===== src/rtl/conway_memory_sequencer_if.sv =====
// Host/control and cell-memory signals of the Conway memory sequencer.
// The slave modport is the sequencer; the master modport is the host plus memory side.
interface conway_memory_sequencer_if #(
  parameter int GEN_WIDTH = 8
);
  logic                 LOAD_REQ;
  logic                 RUN_REQ;
  logic                 ABORT;
  logic [GEN_WIDTH-1:0] NUM_GENS;
  logic                 SERIAL_DATA;
  logic                 SERIAL_VALID;
  logic                 SERIAL_READY;
  logic                 MEM_RESET;
  logic                 MEM_SERIAL;
  logic                 LOAD_MODE;
  logic                 RUN_MODE;
  logic                 BUSY;
  logic                 DONE;
  logic [GEN_WIDTH-1:0] GEN_COUNT;

  modport slave (
    input  LOAD_REQ, RUN_REQ, ABORT, NUM_GENS, SERIAL_DATA, SERIAL_VALID,
    output SERIAL_READY, MEM_RESET, MEM_SERIAL, LOAD_MODE, RUN_MODE, BUSY, DONE, GEN_COUNT
  );

  modport master (
    output LOAD_REQ, RUN_REQ, ABORT, NUM_GENS, SERIAL_DATA, SERIAL_VALID,
    input  SERIAL_READY, MEM_RESET, MEM_SERIAL, LOAD_MODE, RUN_MODE, BUSY, DONE, GEN_COUNT
  );
endinterface


===== src/rtl/conway_memory_sequencer.sv =====
// Sequences one cell memory through clear, serial seed load and generation run phases.
// CONWAY_PRESCALE_EN: RUN_MODE becomes a one-cycle pulse every PRESCALE clocks.
module conway_memory_sequencer #(
  parameter int DATA_SIZE = 5,
  parameter int GEN_WIDTH = 8,
  parameter int PRESCALE  = 4
) (
  input  logic                       CLK,
  input  logic                       RESET_N,
  conway_memory_sequencer_if.slave   bus
);

  localparam int CW = $clog2(DATA_SIZE + 1);
  localparam int PW = (PRESCALE > 2) ? $clog2(PRESCALE) : 1;
`ifdef CONWAY_PRESCALE_EN
  localparam int STEP = PRESCALE;
`else
  localparam int STEP = 1;
`endif

  typedef enum logic [2:0] {
    S_IDLE,
    S_CLEAR,
    S_LOAD,
    S_LOADED,
    S_RUN,
    S_DONE
  } state_t;

  state_t               state_q, state_d;
  logic                 mem_reset_q, mem_reset_d;
  logic                 mem_serial_q, mem_serial_d;
  logic                 load_mode_q, load_mode_d;
  logic                 run_mode_q, run_mode_d;
  logic [CW-1:0]        bit_cnt_q, bit_cnt_d;
  logic [GEN_WIDTH-1:0] gen_count_q, gen_count_d;
  logic [GEN_WIDTH-1:0] remaining_q, remaining_d;
  logic [PW-1:0]        presc_q, presc_d;
  logic                 accept;

  assign accept = bus.SERIAL_VALID && (state_q == S_LOAD);

  always_ff @(posedge CLK or negedge RESET_N) begin
    if (!RESET_N) begin
      state_q      <= S_IDLE;
      mem_reset_q  <= 1'b0;
      mem_serial_q <= 1'b0;
      load_mode_q  <= 1'b0;
      run_mode_q   <= 1'b0;
      bit_cnt_q    <= '0;
      gen_count_q  <= '0;
      remaining_q  <= '0;
      presc_q      <= '0;
    end else begin
      state_q      <= state_d;
      mem_reset_q  <= mem_reset_d;
      mem_serial_q <= mem_serial_d;
      load_mode_q  <= load_mode_d;
      run_mode_q   <= run_mode_d;
      bit_cnt_q    <= bit_cnt_d;
      gen_count_q  <= gen_count_d;
      remaining_q  <= remaining_d;
      presc_q      <= presc_d;
    end
  end

  always_comb begin
    state_d      = state_q;
    mem_reset_d  = 1'b0;
    mem_serial_d = mem_serial_q;
    load_mode_d  = 1'b0;
    run_mode_d   = 1'b0;
    bit_cnt_d    = bit_cnt_q;
    gen_count_d  = gen_count_q;
    remaining_d  = remaining_q;
    presc_d      = presc_q;

    case (state_q)
      S_IDLE, S_LOADED, S_DONE: begin
        // A load request outranks a run request arriving in the same cycle.
        if (bus.LOAD_REQ) begin
          state_d     = S_CLEAR;
          mem_reset_d = 1'b1;
        end else if (bus.RUN_REQ) begin
          gen_count_d = '0;
          remaining_d = bus.NUM_GENS;
          presc_d     = '0;
          if (bus.NUM_GENS == '0) begin
            state_d = S_DONE;
          end else begin
            state_d    = S_RUN;
            run_mode_d = 1'b1;
          end
        end
      end

      S_CLEAR: begin
        bit_cnt_d = '0;
        state_d   = bus.ABORT ? S_IDLE : S_LOAD;
      end

      S_LOAD: begin
        if (bus.ABORT) begin
          state_d = S_IDLE;
        end else if (accept) begin
          mem_serial_d = bus.SERIAL_DATA;
          load_mode_d  = 1'b1;
          bit_cnt_d    = bit_cnt_q + CW'(1);
          if (bit_cnt_q == CW'(DATA_SIZE - 1)) begin
            state_d = S_LOADED;
          end
        end
      end

      S_RUN: begin
        if (bus.ABORT) begin
          state_d = S_IDLE;
        end else if (run_mode_q) begin
          gen_count_d = gen_count_q + GEN_WIDTH'(1);
          remaining_d = remaining_q - GEN_WIDTH'(1);
          if (remaining_q == GEN_WIDTH'(1)) begin
            state_d = S_DONE;
          end else if (STEP == 1) begin
            run_mode_d = 1'b1;
          end else begin
            presc_d = PW'(1);
          end
        end else if (presc_q == PW'(STEP - 1)) begin
          // Gap between pulses has elapsed; next cycle carries the generation pulse.
          run_mode_d = 1'b1;
          presc_d    = '0;
        end else begin
          presc_d = presc_q + PW'(1);
        end
      end

      default: state_d = S_IDLE;
    endcase
  end

  assign bus.SERIAL_READY = (state_q == S_LOAD);
  assign bus.BUSY         = (state_q == S_CLEAR) || (state_q == S_LOAD) || (state_q == S_RUN);
  assign bus.DONE         = (state_q == S_DONE);
  assign bus.MEM_RESET    = mem_reset_q;
  assign bus.MEM_SERIAL   = mem_serial_q;
  assign bus.LOAD_MODE    = load_mode_q;
  assign bus.RUN_MODE     = run_mode_q;
  assign bus.GEN_COUNT    = gen_count_q;

endmodule

===== src/flat_wrapper.sv =====
// flat-port wrapper written by rule: the top's interface ports become plain ports
module conway_memory_sequencer_flat 
#(
  parameter int DATA_SIZE = 5,
  parameter int GEN_WIDTH = 8,
  parameter int PRESCALE  = 4
)
  (CLK, RESET_N, bus_LOAD_REQ, bus_RUN_REQ, bus_ABORT, bus_NUM_GENS, bus_SERIAL_DATA, bus_SERIAL_VALID, bus_SERIAL_READY, bus_MEM_RESET, bus_MEM_SERIAL, bus_LOAD_MODE, bus_RUN_MODE, bus_BUSY, bus_DONE, bus_GEN_COUNT);
  conway_memory_sequencer_if #(.GEN_WIDTH(GEN_WIDTH)) bus_i ();
  input  logic CLK;
  input  logic RESET_N;
  input wire logic [$bits(bus_i.LOAD_REQ)-1:0] bus_LOAD_REQ;
  input wire logic [$bits(bus_i.RUN_REQ)-1:0] bus_RUN_REQ;
  input wire logic [$bits(bus_i.ABORT)-1:0] bus_ABORT;
  input wire logic [$bits(bus_i.NUM_GENS)-1:0] bus_NUM_GENS;
  input wire logic [$bits(bus_i.SERIAL_DATA)-1:0] bus_SERIAL_DATA;
  input wire logic [$bits(bus_i.SERIAL_VALID)-1:0] bus_SERIAL_VALID;
  output wire logic [$bits(bus_i.SERIAL_READY)-1:0] bus_SERIAL_READY;
  output wire logic [$bits(bus_i.MEM_RESET)-1:0] bus_MEM_RESET;
  output wire logic [$bits(bus_i.MEM_SERIAL)-1:0] bus_MEM_SERIAL;
  output wire logic [$bits(bus_i.LOAD_MODE)-1:0] bus_LOAD_MODE;
  output wire logic [$bits(bus_i.RUN_MODE)-1:0] bus_RUN_MODE;
  output wire logic [$bits(bus_i.BUSY)-1:0] bus_BUSY;
  output wire logic [$bits(bus_i.DONE)-1:0] bus_DONE;
  output wire logic [$bits(bus_i.GEN_COUNT)-1:0] bus_GEN_COUNT;
  assign bus_i.LOAD_REQ = bus_LOAD_REQ;
  assign bus_i.RUN_REQ = bus_RUN_REQ;
  assign bus_i.ABORT = bus_ABORT;
  assign bus_i.NUM_GENS = bus_NUM_GENS;
  assign bus_i.SERIAL_DATA = bus_SERIAL_DATA;
  assign bus_i.SERIAL_VALID = bus_SERIAL_VALID;
  assign bus_SERIAL_READY = bus_i.SERIAL_READY;
  assign bus_MEM_RESET = bus_i.MEM_RESET;
  assign bus_MEM_SERIAL = bus_i.MEM_SERIAL;
  assign bus_LOAD_MODE = bus_i.LOAD_MODE;
  assign bus_RUN_MODE = bus_i.RUN_MODE;
  assign bus_BUSY = bus_i.BUSY;
  assign bus_DONE = bus_i.DONE;
  assign bus_GEN_COUNT = bus_i.GEN_COUNT;
  conway_memory_sequencer #(.DATA_SIZE(DATA_SIZE), .GEN_WIDTH(GEN_WIDTH), .PRESCALE(PRESCALE)) u_core (.CLK(CLK), .RESET_N(RESET_N), .bus(bus_i));
endmodule

===== config.mk =====
export PLATFORM = sky130hd
export DESIGN_NAME = conway_memory_sequencer_flat
export DESIGN_NICKNAME = d
export VERILOG_FILES = /design/src/rtl/conway_memory_sequencer_if.sv /design/src/rtl/conway_memory_sequencer.sv /design/src/flat_wrapper.sv
export SDC_FILE = /design/constraint.sdc
export NUM_CORES = 1
export LEC_CHECK = 0
export BUFFER_PORTS_ARGS = -buffer_cell sky130_fd_sc_hd__buf_4
export CORE_MARGIN = 4
export CORE_UTILIZATION = 45
export CTS_BUF_LIST = sky130_fd_sc_hd__clkbuf_2 sky130_fd_sc_hd__clkbuf_4 sky130_fd_sc_hd__clkbuf_8
export DETAILED_ROUTE_END_ITERATION = 7
export PLACE_DENSITY = 0.66
export SYNTH_ARGS = -nofsm -noshare
export SYNTH_HDL_FRONTEND = slang
export SYNTH_SLANG_ARGS = --single-unit

===== constraint.sdc =====
create_clock -name CLK -period 4.8 [get_ports CLK]
set_input_delay 0.96 -clock CLK [delete_from_list [all_inputs] [get_ports CLK]]
set_output_delay 0.96 -clock CLK [all_outputs]
set_load 0.03 [all_outputs]

## Word level (Yosys, flattened, before mapping)

Cells that the tools add are included.

| storage, ports and cells | value |
|---|---|
| bits in registers | 28 |
| input port bits | 15 |
| output and inout port bits | 15 |

| cells by class | value |
|---|---|
| bitwise operators | 1 |
| reductions and logical operators | 14 |
| add/subtract/negate cells | 4 |
| muxes and demuxes | 43 |
| equality and inequality tests | 19 |

Operators by type and width:

| kind | count |
|---|---|
| two-way mux 8 bit | 8 |
| one-hot mux 8 bit (2 select lines) | 2 |
| two-way mux 3 bit | 10 |
| AND reduction 5 bit | 3 |
| two-way mux 1 bit | 13 |
| two-way mux 2 bit | 6 |
| != test 3 x 2 -> 1 bit (second input constant) | 4 |
| one-hot mux 3 bit (4 select lines) | 1 |
| != test 2 bit (second input constant) | 5 |
| equality test 3 bit (second input constant) | 3 |
| adder 8 x 1 -> 8 bit (second input constant) | 1 |
| equality test 8 x 1 -> 1 bit (second input constant) | 1 |
| logical NOT 8 bit | 1 |
| subtractor 8 x 1 -> 8 bit (second input constant) | 1 |
| equality test 3 x 2 -> 1 bit (second input constant) | 2 |
| one-hot mux 3 bit (2 select lines) | 1 |
| AND reduction 3 bit | 2 |
| != test 2 x 1 -> 1 bit (second input constant) | 2 |
| one-hot mux 2 bit (2 select lines) | 1 |
| nonzero test 2 bit | 2 |
| adder 3 x 1 -> 3 bit (second input constant) | 1 |
| equality test 3 x 1 -> 1 bit (second input constant) | 1 |
| logical NOT 3 bit | 1 |
| != test 3 bit (second input constant) | 1 |
| 7 further kinds | 8 |

## Depth between registers and ports, before layout

Gate-level depths: netlist of run 1.

| depth | value |
|---|---|
| word-level depth | 5 |
| depth in mapped cells | 6 |
| mapped depth without buffers | 6 |

## Worst setup path after synthesis of run 1

OpenSTA, ideal clock, no wires.

| timing | value |
|---|---|
| path type | flip-flop to output port |
| start point | register u_core.state_q[0] |
| end point | output port bus_DONE |
| path slack | 2.584 ns |
| stages on the path, launching flop included | 5 |
| data arrival time | 1.256 ns |
| path through | dfrtp_1 -> buf_2 -> buf_2 -> nor2b_1 -> and2_1 |

| between the ends | value |
|---|---|
| longest elaborated chain between the ends | 1 |

Ends and longest elaborated chain:

| item | RTL line | text |
|---|---|---|
| start, declared | conway_memory_sequencer.sv:30 | `state_t state_q, state_d;` |
| start signal, assigned | conway_memory_sequencer.sv:55 | `state_q <= state_d;` |
| equality test 3 bit | conway_memory_sequencer.sv:143 | `assign bus.DONE = (state_q == S_DONE);` |
| end, declared | flat_wrapper.sv:24 | `output wire logic [$bits(bus_i.DONE)-1:0] bus_DONE;` |

No other way between the ends.

## Final worst setup path of run 1

Ends and elaborated chain as after synthesis.

==> impl_metrics.tcl, run 1 <==
set metrics [dict create \
    worstPathArrival_ns 1.69 \
    grt_max_degree 29 \
    wl_per_cell_um 15.41 \
    ctsResizeCount 0 \
    path_class "flop to primary output" \
    drt_iter0_drc 109 \
    synth_cells 185 \
    die_h_um 70.64 \
    dp_cells 252 \
    r2r-end "u_core.presc_q[1]" \
    fmax_mhz 377.5 \
    worstSetupStartpoint "u_core.state_q[0]" \
    worstPathMaxFanout 17 \
    core_sq_um 3716 \
    drt-pass1-iter-count 4 \
    slowest_stage "dfrtp_1" \
    drc 0 \
    critPathBufInv 1 \
    synth_nets 207 \
    io_pins 30 \
    required_ns 3.84 \
    routed_wl_um 3929 \
    period_share_pct 55.19 \
    slew_violations 0 \
    relSlewSlack_pct 54.33 \
    io_buffer_count 29 \
    fp-row-count 22 \
    hold_end "u_core.bus.MEM_SERIAL" \
    hold_path_class "flop to flop" \
    synth_seq_cells 28 \
    skew_ns 0.003200 \
    dp_hpwl_um 2842 \
    p_leak_nw 0.9227 \
    cts_setup_buffers 0 \
    clkTransAtPathRegs_ns 0.09 \
    peakVddDrop_mv 0.1905 \
    grt_first_pass_wirelength_um 6913 \
    grt_overflow 0 \
    synth_area_leader_cell "dfrtp_1" \
    finalSetupViolations 0 \
    r2r-start "u_core.state_q[2]" \
    p_comb_share_pct 46.6 \
    swShare_pct 44.17 \
    seqPwrFrac_pct 40.9 \
    cp_top_family "flip-flops" \
    synth_area_sq_um 1765 \
    yosysSeqAreaShare_pct 39.69 \
    power.internal_mw 0.5602 \
    drtAntennaViolNets 0 \
    max_cap_viol_count 0 \
    n_antenna_cell 0 \
    n_fill_cell 344 \
    cts_buffers 3 \
    die_w_um 70.64 \
    postCtsHoldBufs 0 \
    path_depth 3 \
    antenna_found_initial 0 \
    finalHoldViolCount 0 \
    layout.cells.most_common_list "buf_4, dfrtp_1, nand2_1, o21ai_0, nor2_1" \
    grt_usage_pct 16.51 \
    fin_cells 255 \
    first_global_vias 1500 \
    multi_input_area_sq_um 980.9 \
    tightest_slew_ns 0.6850 \
    hold_start "u_core.bus.MEM_SERIAL" \
    switching_power_mw 0.4432 \
    rr_worst_depth 4 \
    status "finished, final reports clean" \
    synth_warnings 0 \
    synth_enable_flop_cells 0 \
    syn_area_per_cell_sq_um 9.543 \
    tns_ns 0 \
    ys_types 51 \
    power_density_nw_per_um2 494.2 \
    yosys-top-cells-area "dfrtp_1, ha_1, o21ai_0" \
    crit_path_end_kind "primary output" \
    regArea_sq_um 700.7 \
    root_buffer "clkbuf_8" \
    cts_tree "built" \
    slowest_delay_ns 0.74 \
    worstHoldPathCells 1 \
    async_flop_share_pct 100.0 \
    r2r_slack_ns 2.68 \
    cp_cell_sequence "nor2b_1, and2_1, buf_4" \
    cts_num_sinks 28 \
    final_common_cell "buf_4" \
    start_util_pct 47.51 \
    cp-start-kind "flop" \
    vias 1512 \
    synth_top_area_share_pct 39.69 \
    gp_congestion 0.9898 \
    rsz0062_at_grt "no" \
    area_delta_synth_final_pct 15.02 \
    power_frac_clock_pct 12.4 \
    nets 231 \
    cts_max_level 1 \
    ys.flop_type "dfrtp_1" \
    min_period_ns 2.649 \
    layout-drive-gt1-share_pct 20.77 \
    viasPerCell 5.929 \
    die_area_sq_um 4989 \
    clk-insertion-delay-late_ns 0.27 \
    cts.path.max_buffers 2 \
]
## kinds of logic (layout without fill, tap and decap cells)
kind of cell | count (synthesis) | after routing | share of synthesized area [%]
and+or+nand+nor | 70 | 70 | 25.02
adders and majority gates | 7 | 7 | 4.961
DFF | 28 | 28 | 39.69
muxes | 3 | 3 | 1.843
AOI/OAI and AO/OA | 54 | 54 | 21.26
buffers and inverters | 18 | 40 | 4.748
xor gates and xnor gates | 5 | 5 | 2.480
## power groups by stage
stage               Clock (mW)  Combinational (mW)  Sequential [mW]
floorplan                    0               0.371            0.387
global placement             0               0.462            0.409
detailed placement           0               0.473            0.414
CTS                      0.131               0.472            0.410
global route             0.144               0.519            0.425
finish                   0.125               0.468            0.411
## worst max-delay path by stage
stage / endpoint
2_1_floorplan: bus_DONE
3_3_place_gp: u_core.remaining_q[3]
3_5_place_dp: u_core.remaining_q[3]
4_1_cts: bus_DONE
5_1_grt: bus_DONE
6_report: bus_DONE
## synth_stat cells, types with 3 or more instances
| master | instances |
|---|---|
| o211ai_1 | 3 |
| inv_1 | 8 |
| o22ai_1 | 5 |
| nor3_1 | 6 |
| dfrtp_1 | 28 |
| nand4_1 | 3 |
| xor2_1 | 4 |
| o2bb2ai_1 | 4 |
| nor4_1 | 4 |
| nand3_1 | 6 |
| buf_2 | 7 |
| a22o_1 | 6 |
| nand2_1 | 14 |
| ha_1 | 7 |
| o21ai_0 | 12 |
| a21o_1 | 4 |
| or3_1 | 3 |
| nor3b_1 | 3 |
| nor2_1 | 9 |
| a21oi_1 | 8 |
## area by class of cell
type,instances,area share [%]
Multi-Input combinational cell,139,48.31
Sequential cell,28,34.50
Timing Repair Buffer,29,10.72
Tap cell,48,2.957
Clock buffer,3,2.033
Inverter,8,1.479
## per-stage QoR
step	utilization [%]	power [mW]	cell area, sq um	hold slack [ns]	setup WS [ns]
after detailed placement	53.54	0.8864	1989	0.4836	2.337
after global routing	54.65	1.087	2031	0.5269	2.026
after CTS	54.65	1.013	2031	0.5061	2.136
after global placement	53.54	0.8704	1989	0.4682	2.404
final	54.65	1.003	2031	0.5016	2.151
after floorplan	-	0.7576	1765	0.4574	2.584
## layer usage
metal  vias up  track usage (%)  wire length, um
met5         -                0                0
li1        738                -                -
met1       725            21.52             1740
met3         4            2.557              202
met2        45            28.79             1955
met4         0            3.967               30
## registers in the layout, summed over array words and instances (netlist names)
name / cells
u_core.bit_cnt_q: 3
u_core.bus.GEN_COUNT: 8
u_core.bus.LOAD_MODE: 1
u_core.bus.MEM_RESET: 1
u_core.bus.MEM_SERIAL: 1
u_core.bus.RUN_MODE: 1
u_core.presc_q: 2
u_core.remaining_q: 8
u_core.state_q: 3
No activity file was read; power rests on OpenSTA's default activity.
==> run 2: changes to the inputs <==
ABC_AREA = 1   (was not set)
clock period = 2.6 ns   (was 4.8 ns; I/O delays follow)
==> run 2 against run 1 <==
Compared with the run above: count of clock-buffer cells in the layout did not move; core utilization rose by 1.4 points; sequential share of layout area fell by 1.1 points; area after synthesis rose by 0.57%; critical path depth rose by 1; synthesized cell count rose by 37%; cell area rose by 3.3%; non-clock buffer count did not move; via count rose by 8.5%; largest cell class unchanged; register-to-register slack got worse by 1.9 ns; die area rose by 0.50%.
==> impl_metrics.tcl, run 2 <==
set metrics [dict create \
    status "finished, final reports clean" \
    fmax_mhz 524.2 \
    setup_ws_ns 0.6923 \
    period_share_pct 73.37 \
    cts_tree "built" \
    worstSetupStartpoint "u_core.state_q[0]" \
    cts_max_level 1 \
    synth_area_leader_cell "dfrtp_1" \
    finalSetupViolations 0 \
    rr_worst_depth 7 \
    cts.path.max_buffers 2 \
    wl_per_cell_um 11.66 \
    antenna_found_initial 0 \
    postCtsHoldBufs 0 \
    cts_setup_buffers 0 \
    peakVddDrop_mv 0.5907 \
    cp_cell_sequence "inv_2, nand3_2, nand3_1, buf_4" \
    path_class "flop to primary output" \
    final_area_sq_um 2097 \
    tns_ns 0 \
    switching_power_mw 0.9943 \
    core_sq_um 3744 \
    synth_warnings 0 \
    syn_area_per_cell_sq_um 7.018 \
    worstPathMaxFanout 10 \
    fp-row-count 22 \
    cts_num_sinks 28 \
    yosys-top-cells-area "dfrtp_1, nand2_1, inv_1" \
    synth_common_cells "nand2_1, inv_1, dfrtp_1, nand3_1, nor2_1" \
    slowest_stage "dfrtp_1" \
    synth_cells 253 \
    power_density_nw_per_um2 999.4 \
    crit_path_end_kind "primary output" \
    tightest_slew_ns 0.4363 \
    clkTransAtPathRegs_ns 0.10 \
    start_util_pct 47.43 \
    post_dp_cell_area_sq_um 2026 \
    async_flop_share_pct 100.0 \
    power_frac_clock_pct 16.4 \
    rsz0062_at_grt "no" \
    drc 0 \
    ctsResizeCount 0 \
    grt_first_pass_wirelength_um 7314 \
    gp_congestion 0.8861 \
    die_w_um 70.81 \
    vias 1641 \
    first_global_vias 1695 \
    grt_usage_pct 17.63 \
    die_area_sq_um 5014 \
    p_leak_nw 1.112 \
    power.internal_mw 1.102 \
    final_util_pct 56.02 \
    finalHoldViolCount 0 \
    swShare_pct 47.44 \
    cts_buffers 3 \
    grt_overflow 0 \
    synth_enable_flop_cells 0 \
    viasPerCell 4.958 \
    r2r-start "u_core.state_q[2]" \
    nets 306 \
    cp_top_family "flip-flops" \
    p_comb_share_pct 51.2 \
    dp_hpwl_um 2872 \
    synth_nets 275 \
    io_pins 30 \
    relSlewSlack_pct 70.85 \
    drt_iter0_drc 136 \
    hold_path_class "input pin to asynchronous set/reset pin" \
    routed_wl_um 3861 \
    n_fill_cell 381 \
    cp-start-kind "flop" \
    drt-pass1-iter-count 4 \
    required_ns 2.08 \
    synth_top_area_share_pct 39.46 \
    yosysSeqAreaShare_pct 39.46 \
    place_ws_ns 0.8466 \
    max_cap_viol_count 0 \
    min_period_ns 1.908 \
    area_delta_synth_final_pct 18.11 \
    die_h_um 70.81 \
    path_depth 4 \
    critPathBufInv 2 \
    layout-drive-gt1-share_pct 16.61 \
    layout.cells.most_common_list "nand2_1, inv_1, buf_4, dfrtp_1" \
    final_common_cell "nand2_1" \
    root_buffer "clkbuf_8" \
    n_antenna_cell 0 \
    ys.flop_type "dfrtp_1" \
    seqPwrFrac_pct 32.4 \
    slew_violations 0 \
    skew_ns 0.005149 \
    slowest_delay_ns 0.46 \
    grt_max_degree 29 \
    ys_types 26 \
    synth_most_common_cell "nand2_1" \
    worstPathArrival_ns 1.39 \
    clk-insertion-delay-late_ns 0.28 \
    drtAntennaViolNets 0 \
    synth_seq_cells 28 \
    synth_area_sq_um 1775 \
    io_buffer_count 29 \
]
run 2: changes by cell type after synthesis, sizes merged, moves of 5 or more:
cell / change
inv: +26
buf: -6
o21ai: +15
nand3: +17
a21oi: -7
nand2: +78
nor3: -5
o22ai: -6
nor2: +13
a22o: -6
run 2: final timing paths:
kind                       slack (ns)                      end
max in group asynchronous        2.19  u_core.bus.GEN_COUNT[2]
min in group CLK                 0.44    u_core.bus.MEM_SERIAL
min reg2reg                      0.50        u_core.presc_q[0]
max reg2reg                      0.83    u_core.remaining_q[3]
min                              0.15  u_core.bus.GEN_COUNT[6]
max                              0.69                 bus_BUSY
run 2: layout make-up:
| cell class | instances | area, sq um | share of cell area [%] |
|---|---|---|---|
| clock buffers | 3 | 41.29 | 1.969 |
| clock inverters | 1 | 30.03 | 1.432 |
| inverters | 34 | 127.6 | 6.086 |
| multi-input cells | 188 | 919.6 | 43.85 |
| flip-flops and latches | 28 | 700.7 | 33.41 |
| well taps | 48 | 60.06 | 2.864 |
| repair buffers | 29 | 217.7 | 10.38 |
run 2: per-stage QoR:
stage	hold WS [ns]	total power, mW	cells
after floorplan	0.2244	1.519	253
after global placement	0.4637	1.748	327
after detailed placement	0.4651	1.758	327
after CTS	0.1546	2.116	331
after global routing	0.1618	2.326	331
final	0.1460	2.096	331
run 2: logic make-up (layout without fill, tap and decap cells):
kind of cell               count (synthesis)  count (layout)  synth area share [%]
and+or+nand+nor                          146             146                 35.80
AOI/OAI and AO/OA                         32              32                 9.514
muxes                                      1               1                0.5638
DFF                                       28              28                 39.46
xor gates and xnor gates                   2               2                0.9868
buffers and inverters                     37              67                 8.738
adders and majority gates                  7               7                 4.933
run 2: power groups by stage:
| stage | Combinational (mW) | Clock [mW] | Sequential (mW) |
|---|---|---|---|
| floorplan | 0.801 | 0 | 0.718 |
| global placement | 1.06 | 0 | 0.684 |
| detailed placement | 1.08 | 0 | 0.681 |
| CTS | 1.09 | 0.355 | 0.675 |
| global route | 1.25 | 0.373 | 0.699 |
| finish | 1.07 | 0.344 | 0.678 |
run 2: layer usage:
metal / track usage [%] / part of all wire (%)
met2: 29.45 / 47
met1: 23.19 / 47
met3: 4.119 / 5.6
met4: 4.175 / 0.73
met5: 0 / 0
run 2: worst register-to-register path: stages, from the launching register on:
cell and delay (ns):
dfrtp_1 0.47, nand2_1 0.12, nor2_4 0.36, nand2_1 0.12
nand3_2 0.11, nand3_4 0.24, nand2_1 0.13, o21ai_0 0.09
